--- src/rtl/rpi_nibble_tx_pkg.sv ---
// Shared definitions for the Pi GPIO nibble links: transfer FSM states,
// nibble width and the nibble-order helper.
package rpi_nibble_tx_pkg;

  localparam int NIB_W  = 4;
  localparam int BYTE_W = 2 * NIB_W;

  typedef enum logic [1:0] {
    ST_IDLE    = 2'd0,
    ST_SETUP   = 2'd1,
    ST_STROBE  = 2'd2,
    ST_RELEASE = 2'd3
  } state_e;

  // Nibble k of a byte in wire order; k=0 goes out first.
  function automatic logic [NIB_W-1:0] nib_sel(input logic [BYTE_W-1:0] b,
                                               input logic               idx,
                                               input bit                 msb_first);
    return ((idx == 1'b0) == msb_first) ? b[BYTE_W-1:NIB_W] : b[NIB_W-1:0];
  endfunction

endpackage

--- src/rtl/rpi_nibble_tx_sync_2ff.sv ---
// Two-flop synchronizer for a single asynchronous Pi input; resets to 0.
module sync_2ff (
  input  logic clk_i,
  input  logic rst_i,
  input  logic d_i,
  output logic q_o
);

  logic meta_q;
  logic sync_q;

  // NOTE: sequential state uses non-blocking assignments so every flop samples the pre-edge value.
  always_ff @(posedge clk_i or posedge rst_i) begin
    if (rst_i) begin
      meta_q <= 1'b0;
      sync_q <= 1'b0;
    end else begin
      meta_q <= d_i;
      sync_q <= meta_q;
    end
  end

  assign q_o = sync_q;

endmodule

--- src/rtl/rpi_nibble_tx.sv ---
// FPGA->Pi byte return path: each byte leaves as two nibbles on GPIO using a
// 4-phase strobe/ack handshake, with setup hold-off and ack timeout.
module rpi_nibble_tx
  import rpi_nibble_tx_pkg::*;
#(
  parameter int SETUP_CYCLES   = 4,
  parameter int TIMEOUT_CYCLES = 1000,
  parameter bit MSB_FIRST      = 1'b1
) (
  input  logic              in_clk,
  input  logic              in_rst,
  input  logic [BYTE_W-1:0] in_data,
  input  logic              in_valid,
  output logic              out_ready,
  input  logic              in_ack,
  output logic [NIB_W-1:0]  out_nib,
  output logic              out_strobe,
  output logic              out_busy,
  output logic              out_timeout
);

  localparam int CNT_MAX = (SETUP_CYCLES > TIMEOUT_CYCLES) ? SETUP_CYCLES : TIMEOUT_CYCLES;
  localparam int CNT_W   = $clog2(CNT_MAX + 1);

  localparam logic [CNT_W-1:0] SETUP_LAST = CNT_W'(SETUP_CYCLES - 1);
  localparam logic [CNT_W-1:0] TMO_LAST   = CNT_W'(TIMEOUT_CYCLES - 1);
  localparam logic [CNT_W-1:0] CNT_SAT    = CNT_W'(CNT_MAX);

  logic ack_s;

  sync_2ff u_ack_sync (
    .clk_i (in_clk),
    .rst_i (in_rst),
    .d_i   (in_ack),
    .q_o   (ack_s)
  );

  state_e              state_q,   state_d;
  logic [CNT_W-1:0]    cnt_q,     cnt_d;
  logic                idx_q,     idx_d;
  logic [BYTE_W-1:0]   byte_q,    byte_d;
  logic [NIB_W-1:0]    nib_q,     nib_d;
  logic                strobe_q,  strobe_d;
  logic                ready_q,   ready_d;
  logic                busy_q,    busy_d;
  logic                timeout_q, timeout_d;
  logic                accept;
  logic [CNT_W-1:0]    cnt_inc;

  assign accept  = in_valid && ready_q;
  assign cnt_inc = (cnt_q == CNT_SAT) ? cnt_q : cnt_q + CNT_W'(1);

  // NOTE: every always_comb output gets a default first, so no path can infer a latch.
  always_comb begin
    state_d   = state_q;
    cnt_d     = cnt_q;
    idx_d     = idx_q;
    byte_d    = byte_q;
    nib_d     = nib_q;
    timeout_d = timeout_q;

    unique case (state_q)
      ST_IDLE: begin
        if (accept) begin
          byte_d    = in_data;
          idx_d     = 1'b0;
          nib_d     = nib_sel(in_data, 1'b0, MSB_FIRST);
          cnt_d     = '0;
          timeout_d = 1'b0;
          state_d   = ST_SETUP;
        end
      end
      ST_SETUP: begin
        if (cnt_q == SETUP_LAST) begin
          cnt_d   = '0;
          state_d = ST_STROBE;
        end else begin
          cnt_d = cnt_inc;
        end
      end
      ST_STROBE: begin
        // An ack arriving on the expiry clock still counts as success.
        if (ack_s) begin
          cnt_d   = '0;
          state_d = ST_RELEASE;
        end else if (cnt_q == TMO_LAST) begin
          timeout_d = 1'b1;
          state_d   = ST_IDLE;
        end else begin
          cnt_d = cnt_inc;
        end
      end
      ST_RELEASE: begin
        if (!ack_s) begin
          if (idx_q == 1'b0) begin
            idx_d   = 1'b1;
            nib_d   = nib_sel(byte_q, 1'b1, MSB_FIRST);
            cnt_d   = '0;
            state_d = ST_SETUP;
          end else begin
            state_d = ST_IDLE;
          end
        end else if (cnt_q == TMO_LAST) begin
          timeout_d = 1'b1;
          state_d   = ST_IDLE;
        end else begin
          cnt_d = cnt_inc;
        end
      end
      default: state_d = ST_IDLE;
    endcase

    // A Pi still holding ack keeps new bytes out.
    ready_d  = (state_q == ST_IDLE) && !ack_s && !accept;
    strobe_d = (state_d == ST_STROBE);
    busy_d   = (state_d != ST_IDLE);
  end

  always_ff @(posedge in_clk or posedge in_rst) begin
    if (in_rst) begin
      state_q   <= ST_IDLE;
      cnt_q     <= '0;
      idx_q     <= 1'b0;
      byte_q    <= '0;
      nib_q     <= '0;
      strobe_q  <= 1'b0;
      ready_q   <= 1'b0;
      busy_q    <= 1'b0;
      timeout_q <= 1'b0;
    end else begin
      state_q   <= state_d;
      cnt_q     <= cnt_d;
      idx_q     <= idx_d;
      byte_q    <= byte_d;
      nib_q     <= nib_d;
      strobe_q  <= strobe_d;
      ready_q   <= ready_d;
      busy_q    <= busy_d;
      timeout_q <= timeout_d;
    end
  end

  assign out_ready   = ready_q;
  assign out_nib     = nib_q;
  assign out_strobe  = strobe_q;
  assign out_busy    = busy_q;
  assign out_timeout = timeout_q;

endmodule

--- config.mk ---
export PLATFORM = sky130hd
export DESIGN_NAME = rpi_nibble_tx
export DESIGN_NICKNAME = d
export VERILOG_FILES = /design/src/rtl/rpi_nibble_tx_pkg.sv /design/src/rtl/rpi_nibble_tx_sync_2ff.sv /design/src/rtl/rpi_nibble_tx.sv
export SDC_FILE = /design/constraint.sdc
export NUM_CORES = 1
export LEC_CHECK = 0
export BUFFER_PORTS_ARGS = -buffer_cell sky130_fd_sc_hd__buf_2
export CORE_UTILIZATION = 40
export DETAILED_ROUTE_END_ITERATION = 10
export GPL_TIMING_DRIVEN = 0
export PLACE_DENSITY = 0.69
export RECOVER_POWER = 50
export SYNTH_ARGS = -nofsm -noshare
export SYNTH_HDL_FRONTEND = slang
export SYNTH_HIERARCHICAL = 1
export SYNTH_SLANG_ARGS = --single-unit
--- constraint.sdc ---
create_clock -name in_clk -period 6.1 [get_ports in_clk]
set_clock_uncertainty 0.1 [all_clocks]
set_input_delay 0.305 -clock in_clk [delete_from_list [all_inputs] [get_ports in_clk]]
set_output_delay 0.305 -clock in_clk [all_outputs]
set_load 0.01 [all_outputs]
* Word-level counts from Yosys, hierarchy flattened
Index checks and enable logic that the tools add are counted.
** Cells by class
- Add/sub/neg operators :: 1
- Equal/unequal tests :: 13
- Muxes and demuxes :: 26
- Reduce and logical (&&, ||, !) cells :: 14
** Operators with widths (number)
- 10-bit two-way mux :: 7
- 10-bit case mux with 4 select lines :: 1
- 10-bit == test (second input constant) :: 2
- 4-bit two-way mux :: 3
- 10-bit by 1-bit adder with 10-bit output (second input constant) :: 1
- 10-bit by 2-bit == test with 1-bit output (second input constant) :: 1
- 2-bit two-way mux :: 5
- 2-bit inequality test (second input constant) :: 4
- 2-bit case mux with 4 select lines :: 1
- 4-bit case mux with 2 select lines :: 1
- 4-bit AND reduction :: 2
- 2-bit == test (second input constant) :: 3
- 1-bit two-way mux :: 6
- 2-bit AND reduction :: 2
- 2-bit nonzero test :: 2
- 1-bit logical AND :: 3
- 3-bit by 2-bit inequality test with 1-bit output (second input constant) :: 1
- 1-bit case mux with 3 select lines :: 1
- 3-bit AND reduction :: 1
- 3-bit nonzero test :: 1
- 2-bit by 1-bit == test with 1-bit output (second input constant) :: 1
- 1-bit logical NOT :: 2
- 2-bit logical NOT :: 1
- 2-bit by 1-bit inequality test with 1-bit output (second input constant) :: 1
- 1-bit case mux with 2 select lines :: 1
** Storage, ports and cells
- Flip-flop bits (word level) :: 27
- Input bits :: 12
- Output and inout port bits :: 8
- Word-level logic and storage cells :: 65

* Logic depth before layout (Yosys ltp)
Gate-level depths: netlist of run 1.
- Depth in word-level cells :: 5
- Mapped depth :: 7
- Gate-level depth less buffers :: 6

* By module
The synthesis of run 1 kept the hierarchy.
** Modules (own cells, without submodules)
- rpi_nibble_tx :: instances 1, cells each 141, area each 1370.1 µm²
- sync_2ff :: instances 1, cells each 3, area each 53.8 µm²

* Worst setup path after synthesis of run 1
Ideal clock, no wire load.
- Path kind :: register to register
- From :: register cnt_q[5]
- To :: register cnt_q[5]
- Setup time :: 0.124 ns
- Arrival time :: 1.705 ns
- Setup slack :: 4.171 ns
- Cell stages (with the launch flop) :: 6
- Clock period less this slack :: 1.929 ns
- Cell sequence :: dfrtp_1 > or4_4 > o31ai_4 > o21a_4 > o21ai_1 > a211o_1
** Between the ends
- Cells in the longest elaborated chain, start to end :: 5
** Ends and longest elaborated chain
- start, declared :: line rpi_nibble_tx.sv:39 : logic [CNT_W-1:0] cnt_q, cnt_d;
- start signal, assigned :: line rpi_nibble_tx.sv:132 : cnt_q <= cnt_d;
- 10-bit by 1-bit adder with 10-bit output / 10-bit == test (equally long branches) :: line rpi_nibble_tx.sv:51 : assign cnt_inc = (cnt_q == CNT_SAT) ? cnt_q : cnt_q + CNT_W'(1);
- 10-bit two-way mux :: line rpi_nibble_tx.sv:51
- 10-bit two-way mux :: line rpi_nibble_tx.sv:86, rpi_nibble_tx.sv:103
- 10-bit two-way mux, on equally long branches :: line rpi_nibble_tx.sv:94, rpi_nibble_tx.sv:83
- 10-bit case mux with 4 select lines * :: line rpi_nibble_tx.sv:62 : unique case (state_q)
Every way passes the cells marked *; elsewhere a longest branch is shown, timed or not.
A chain may end at the register's enable or synchronous reset.

* Final worst setup path of run 1
- From :: register cnt_q[0]
- To :: register cnt_q[5]
Same word-level chain as after synthesis.

==> run metrics, run 1 <==
status completed; R2R depth 7; sequential share of power 41.7%; vias per inst 5.34; I/O pin cnt 20; most frequent cells in the layout dfrtp_1 (27), nand2_1 (18), o21ai_0 (14); distinct cell type count after synthesis 44; Hold Crit Depth 2; register area share after synthesis 47.5%; initial antenna violation count 0; vias in the first global route 1033; CTS tree built; most common cell after layout, fill and taps aside dfrtp_1; CP dominant cell by count and3b_1; delay-heaviest family, CP simple AND/OR/NAND/NOR gates; CTS clk-pin slew, worst paths 0.15 ns; max-cap viol count 0; setup TNS 0 ns; DRT Pass-1 Iters 4; hold wc startpoint in_data[1]; via count 1149; Clk pwr share 12.2%; routability cong. 0.933; final instance area 0.00161 mm2; DRC viols 0; Avg Cell Area, Syn 9.89 um2; Req. time, crit path 6.28 ns; Rel. slew slack 38.5%; critical path data arrival time 2.30 ns; critical path class flop to flop; worst path cell trace ha_1 > and3b_1 > and3b_1 > clkbuf_1 > o21a_4 > nor4_1 > a211o_1; Synth Flop Type dfrtp_1; Placed Area 0.00158 mm2; HPWL Detailed 2170 um; share of cells above drive strength 1 16.0%; number of antenna repair diodes 0; Die Y-Extent 61.7 um; number of buffers created by CTS 3; global-route wire length before repair 4600 um; min Tclk post-route 2.12 ns; worst-margin pin slew 0.922 ns; 1st-iter DRT viols 34; R2R Path End cnt_q[5]$_DFFE_PP0P_; max-slew violations 0; Layout fillers 336; Post-CTS Setup Repair Bufs 0; total wire length 2880 um; #FFs+latches synth 27; Critical Path End Type flop; WHS Endpoint byte_q[1]$_DFFE_PP0P_; final worst-path cycle share 34.7%; switching power share of the total 41.5%; gr usage total 16.7%; area grow syn2layout 13.0%; Site Rows 21; clk sink count 27; Lkg Pwr 0.742 nW; Synth Cell Area 0.00142 mm2; Worst Setup SP cnt_q[0]$_DFFE_PP0P_; Initial Utilization 42.3%; clk_lat worst skew 0.33 ns; syn_nets 158; Yosys warning total 6; final setup fails 0; min-delay worst type primary input to flop; Die Wd 61.7 um; Mapped Cells 144; DRT antenna net count 0; largest net degree at the start of global routing 26; P per Cell Area 413 mW/mm2; CP peak stage delay 0.44 ns; Crit Path Max Fanout 7; Max VDD drop 0.232 mV; Core Region 0.00336 mm2; kind of start point of the critical path flop; asr flop ratio synth 100%; die area 0.00380 mm2; Int Pwr 0.000388 W; post-DR wirelength/cell 13.4 um; Root Buffer clkbuf_4; net switching power 0.000275 W; logic gate share of total power 46.1%; number of synthesized flops with an enable pin 0; clk buf depth 2; port bufs 19; GRT overflow 0; Final nets 184; Crit Reg-Reg Startpoint cnt_q[0]$_DFFE_PP0P_; Slowest-stage cell, CP dfrtp_1; R2R Setup Slk 3.98 ns; RSZ-0062 raised after global routing no; final hold vios 0; worst path bufs/invs 1; post-CTS sizing 0; htree depth 1; Max Freq 473 MHz
[state kept, by name, summed over array words and instances, names as in the netlist]
signal,flops
cnt_q,10
state_q,2
u_ack_sync/q_o,1
out_strobe,1
idx_q,1
out_nib,4
u_ack_sync/meta_q,1
out_ready,1
out_timeout,1
out_busy,1
byte_q,4
[power groups by stage]
stage | Clock [W] | Combinational (W) | Sequential, W
floorplan | 0 | 0.000228 | 0.000281
global placement | 0 | 0.000301 | 0.000277
detailed placement | 0 | 0.000311 | 0.000280
CTS | 0.0000833 | 0.000313 | 0.000276
global route | 0.0000875 | 0.000340 | 0.000285
finish | 0.0000807 | 0.000306 | 0.000277
[final cells by class]
type / count / area, um2 / share of cell area, %
clock buffer: 3 / 22.5 / 1.40
clock inverter: 1 / 7.51 / 0.467
inverter: 7 / 26.3 / 1.63
multi-input combinational: 107 / 703 / 43.7
timing repair buffer: 21 / 105 / 6.53
sequential: 27 / 676 / 42.0
tap: 46 / 57.6 / 3.58
buffer: 3 / 11.3 / 0.700
[metal layers]
| layer | up-vias | part of all wire (%) | GRT usage, % |
|---|---|---|---|
| met5 | - | 0 | 0 |
| met4 | 0 | 1.7 | 8.25 |
| met3 | 5 | 3.3 | 1.89 |
| met2 | 28 | 45 | 24.3 |
| met1 | 545 | 50 | 24.6 |
| li1 | 571 | - | - |
[how the worst max path moves through the flow]
| stage | endpoint | cells after the start |
|---|---|---|
| 2_1_floorplan | cnt_q[5]$_DFFE_PP0P_ | 5 |
| 3_3_place_gp | cnt_q[6]$_DFFE_PP0P_ | 5 |
| 3_5_place_dp | cnt_q[5]$_DFFE_PP0P_ | 7 |
| 4_1_cts | cnt_q[5]$_DFFE_PP0P_ | 7 |
| 5_1_grt | cnt_q[5]$_DFFE_PP0P_ | 7 |
| 6_report | cnt_q[5]$_DFFE_PP0P_ | 7 |
[what timing repair did]
action                                 4_1_cts  5_1_grt
setup endpoints to repair                    0        0
endpoints found under the hold margin        3        0
hold buffers                                 2        0
[cells in the mapped netlist, types with 2 or more instances]
library cell	instances	share of area, %
dfrtp_1	27	47
nand2_1	18	4.7
o21ai_0	14	4.9
inv_1	7	1.8
a21oi_1	6	2.1
mux2i_1	5	3.5
nor2_1	5	1.3
o21ai_1	5	1.8
mux2_2	4	3.2
nand3_1	4	1.4
and3_1	3	1.3
nor3_1	3	1.1
a211o_1	2	1.2
a31oi_1	2	0.88
and2_2	2	1.1
and2b_1	2	1.1
and3b_1	2	1.2
clkbuf_1	2	0.53
ha_1	2	1.8
nand3b_1	2	1.1
o22ai_1	2	0.88
or3_1	2	0.88
xnor2_1	2	1.2
[per-stage QoR]
stage	std cells	setup slack, ns	hold WS (ns)	util, %	total power, W
3_5_place_dp	209	4.04	0.0736	46.9	0.000591
3_3_place_gp	209	4.09	0.0632	46.9	0.000578
4_1_cts	215	4.00	0.0819	48.4	0.000672
5_1_grt	215	3.78	0.0719	47.8	0.000713
2_1_floorplan	144	4.17	-0.0538	-	0.000508
6_report	215	3.98	0.0886	47.8	0.000664
[logic make-up (layout without fill, tap and decap cells)]
logic type | after synthesis | count (layout) | synth area share [%]
AOI/OAI and AO/OA | 40 | 40 | 18.5
xor gates and xnor gates | 2 | 2 | 1.23
adders and majority gates | 3 | 3 | 2.46
buffers and inverters | 10 | 35 | 3.16
DFF | 27 | 27 | 47.5
muxes | 9 | 9 | 6.68
and+or+nand+nor | 53 | 53 | 20.6
Power figures use the tool's default switching activity.
==> run 2: changes to the inputs <==
--- a/config.mk
+++ b/config.mk
@@ -9,7 +9,7 @@
 export CORE_UTILIZATION = 40
 export DETAILED_ROUTE_END_ITERATION = 10
 export GPL_TIMING_DRIVEN = 0
-export PLACE_DENSITY = 0.69
+export PLACE_DENSITY = 0.71
 export RECOVER_POWER = 50
 export SYNTH_ARGS = -nofsm -noshare
 export SYNTH_HDL_FRONTEND = slang
==> constraint.sdc (replaced) <==
create_clock -name in_clk -period 1.7 [get_ports in_clk]
set_clock_uncertainty 0.1 [all_clocks]
set_input_delay 0.085 -clock in_clk [delete_from_list [all_inputs] [get_ports in_clk]]
set_output_delay 0.085 -clock in_clk [all_outputs]
set_load 0.01 [all_outputs]
==> run metrics, run 2 (synthesized netlist as in run 1, its figures left out) <==
status finished with violations; failing checks setup timing; critical path data arrival time 2.14 ns; Initial Utilization 42.3%; gr usage total 20.5%; Reg with most FFs cnt_q; Max VDD drop 0.730 mV; most common cell after layout, fill and taps aside dfrtp_1; final setup margin -0.302 ns; number of buffers created by CTS 3; min Tclk post-route 2.00 ns; Worst Setup SP cnt_q[4]$_DFFE_PP0P_; min-delay worst type primary input to asynchronous set/reset pin; DRT Pass-1 Iters 5; final worst-path cycle share 118%; Site Rows 21; Lkg Pwr 0.854 nW; Max Freq 500 MHz; global-route wire length before repair 5680 um; Crit Path Max Fanout 6; routability cong. 0.940; vias per inst 5.59; Die Wd 61.7 um; DRC viols 0; critical path class flop to flop; Critical Path End Type flop; Crit Reg-Reg Startpoint cnt_q[4]$_DFFE_PP0P_; GRT overflow 0; port bufs 19; total wire length 3510 um; max-cap viol count 0; Req. time, crit path 1.84 ns; RSZ-0062 raised after global routing yes; final setup fails 13; Rel. slew slack 38.3%; max-slew violations 0; initial antenna violation count 0; P per Cell Area 1450 mW/mm2; DRT antenna net count 0; CTS clk-pin slew, worst paths 0.15 ns; post-DR wirelength/cell 15.1 um; Die Y-Extent 61.7 um; 1st-iter DRT viols 39; R2R Setup Slk -0.30 ns; worst-margin pin slew 0.924 ns; kind of start point of the critical path flop; largest net degree at the start of global routing 26; vias in the first global route 1287; die area 0.00380 mm2; number of flip-flops in the largest register 10; final hold slack 0.0201 ns; final hold vios 0; I/O pin cnt 20; overall power 0.00273 W; clk buf depth 2; Core Region 0.00336 mm2; via count 1302; number of antenna repair diodes 0; htree depth 1; HPWL Detailed 2250 um; clk_lat worst skew 0.33 ns; most frequent cells in the layout dfrtp_1 (25), nand2_1 (16), clkbuf_1 (10), buf_2 (10), buf_4 (10); area grow syn2layout 32.1%; CTS tree built; share of cells above drive strength 1 32.6%; Root Buffer clkbuf_4; clk sink count 27; Final nets 202
## run 2: final timing paths
check	endpoint	cells past startpoint
worst min register to register	u_ack_sync/q_o$_DFF_PP0_	0
worst max register to register	cnt_q[6]$_DFFE_PP0P_	5
worst min-delay path	u_ack_sync/meta_q$_DFF_PP0_	3
min in group in_clk	out_nib[1]$_DFFE_PP0P_	3
worst max-delay path	cnt_q[6]$_DFFE_PP0P_	5
max in group asynchronous	cnt_q[5]$_DFFE_PP0P_	3
## run 2: metrics by stage
step	cells	utilization [%]	setup slack, ns	area (um2)	setup TNS (ns)
finish	233	55.9	-0.302	1880	-2.34
global route	233	55.9	-0.357	1880	-3.75
CTS	230	53.5	-0.268	1800	-2.04
detailed placement	209	47.5	-0.366	1600	-4.61
global placement	209	47.5	-0.349	1600	-4.07
floorplan	144	-	-0.223	1440	-1.43
## run 2: power breakdown
part	switching, W	leakage, nW	internal, W
clock	0.000192	0.0177	0.0000885
combinational	0.000792	0.494	0.000654
sequential	0.000159	0.342	0.000841
total	0.00114	0.854	0.00158
## run 2: area by class of cell
cell class | instances | area [um2]
Buffer | 2 | 15.0
Inverter | 7 | 26.3
Fill cell | 310 | 1480
Tap cell | 46 | 57.6
Clock buffer | 3 | 22.5
Clock inverter | 1 | 5.00
Sequential cell | 27 | 678
Timing Repair Buffer | 40 | 272
Multi-Input combinational cell | 107 | 805
## run 2: worst max-delay path, stage by stage, from the launching register on
cell and delay, ns:
dfrtp_1 0.48, or3_1 0.45, o31ai_4 0.33, o21a_4 0.21
o21ai_2 0.05, a211o_1 0.29
## run 2: timing repair
action / CTS / global route
endpoints found under the setup margin: 21 / 18
gates resized for setup: 12 / 16
hold endpoints to repair: 35 / 0
pin swaps: 11 / 1
hold buffers: 9 / 0
cloned: 0 / 0
buffers inserted: 9 / 3
## run 2: routing by layer
layer  track usage, %  wire, um
met4             12.1        96
met1             27.2      1500
met2             32.1      1770
met5                0         0
met3             2.94       149
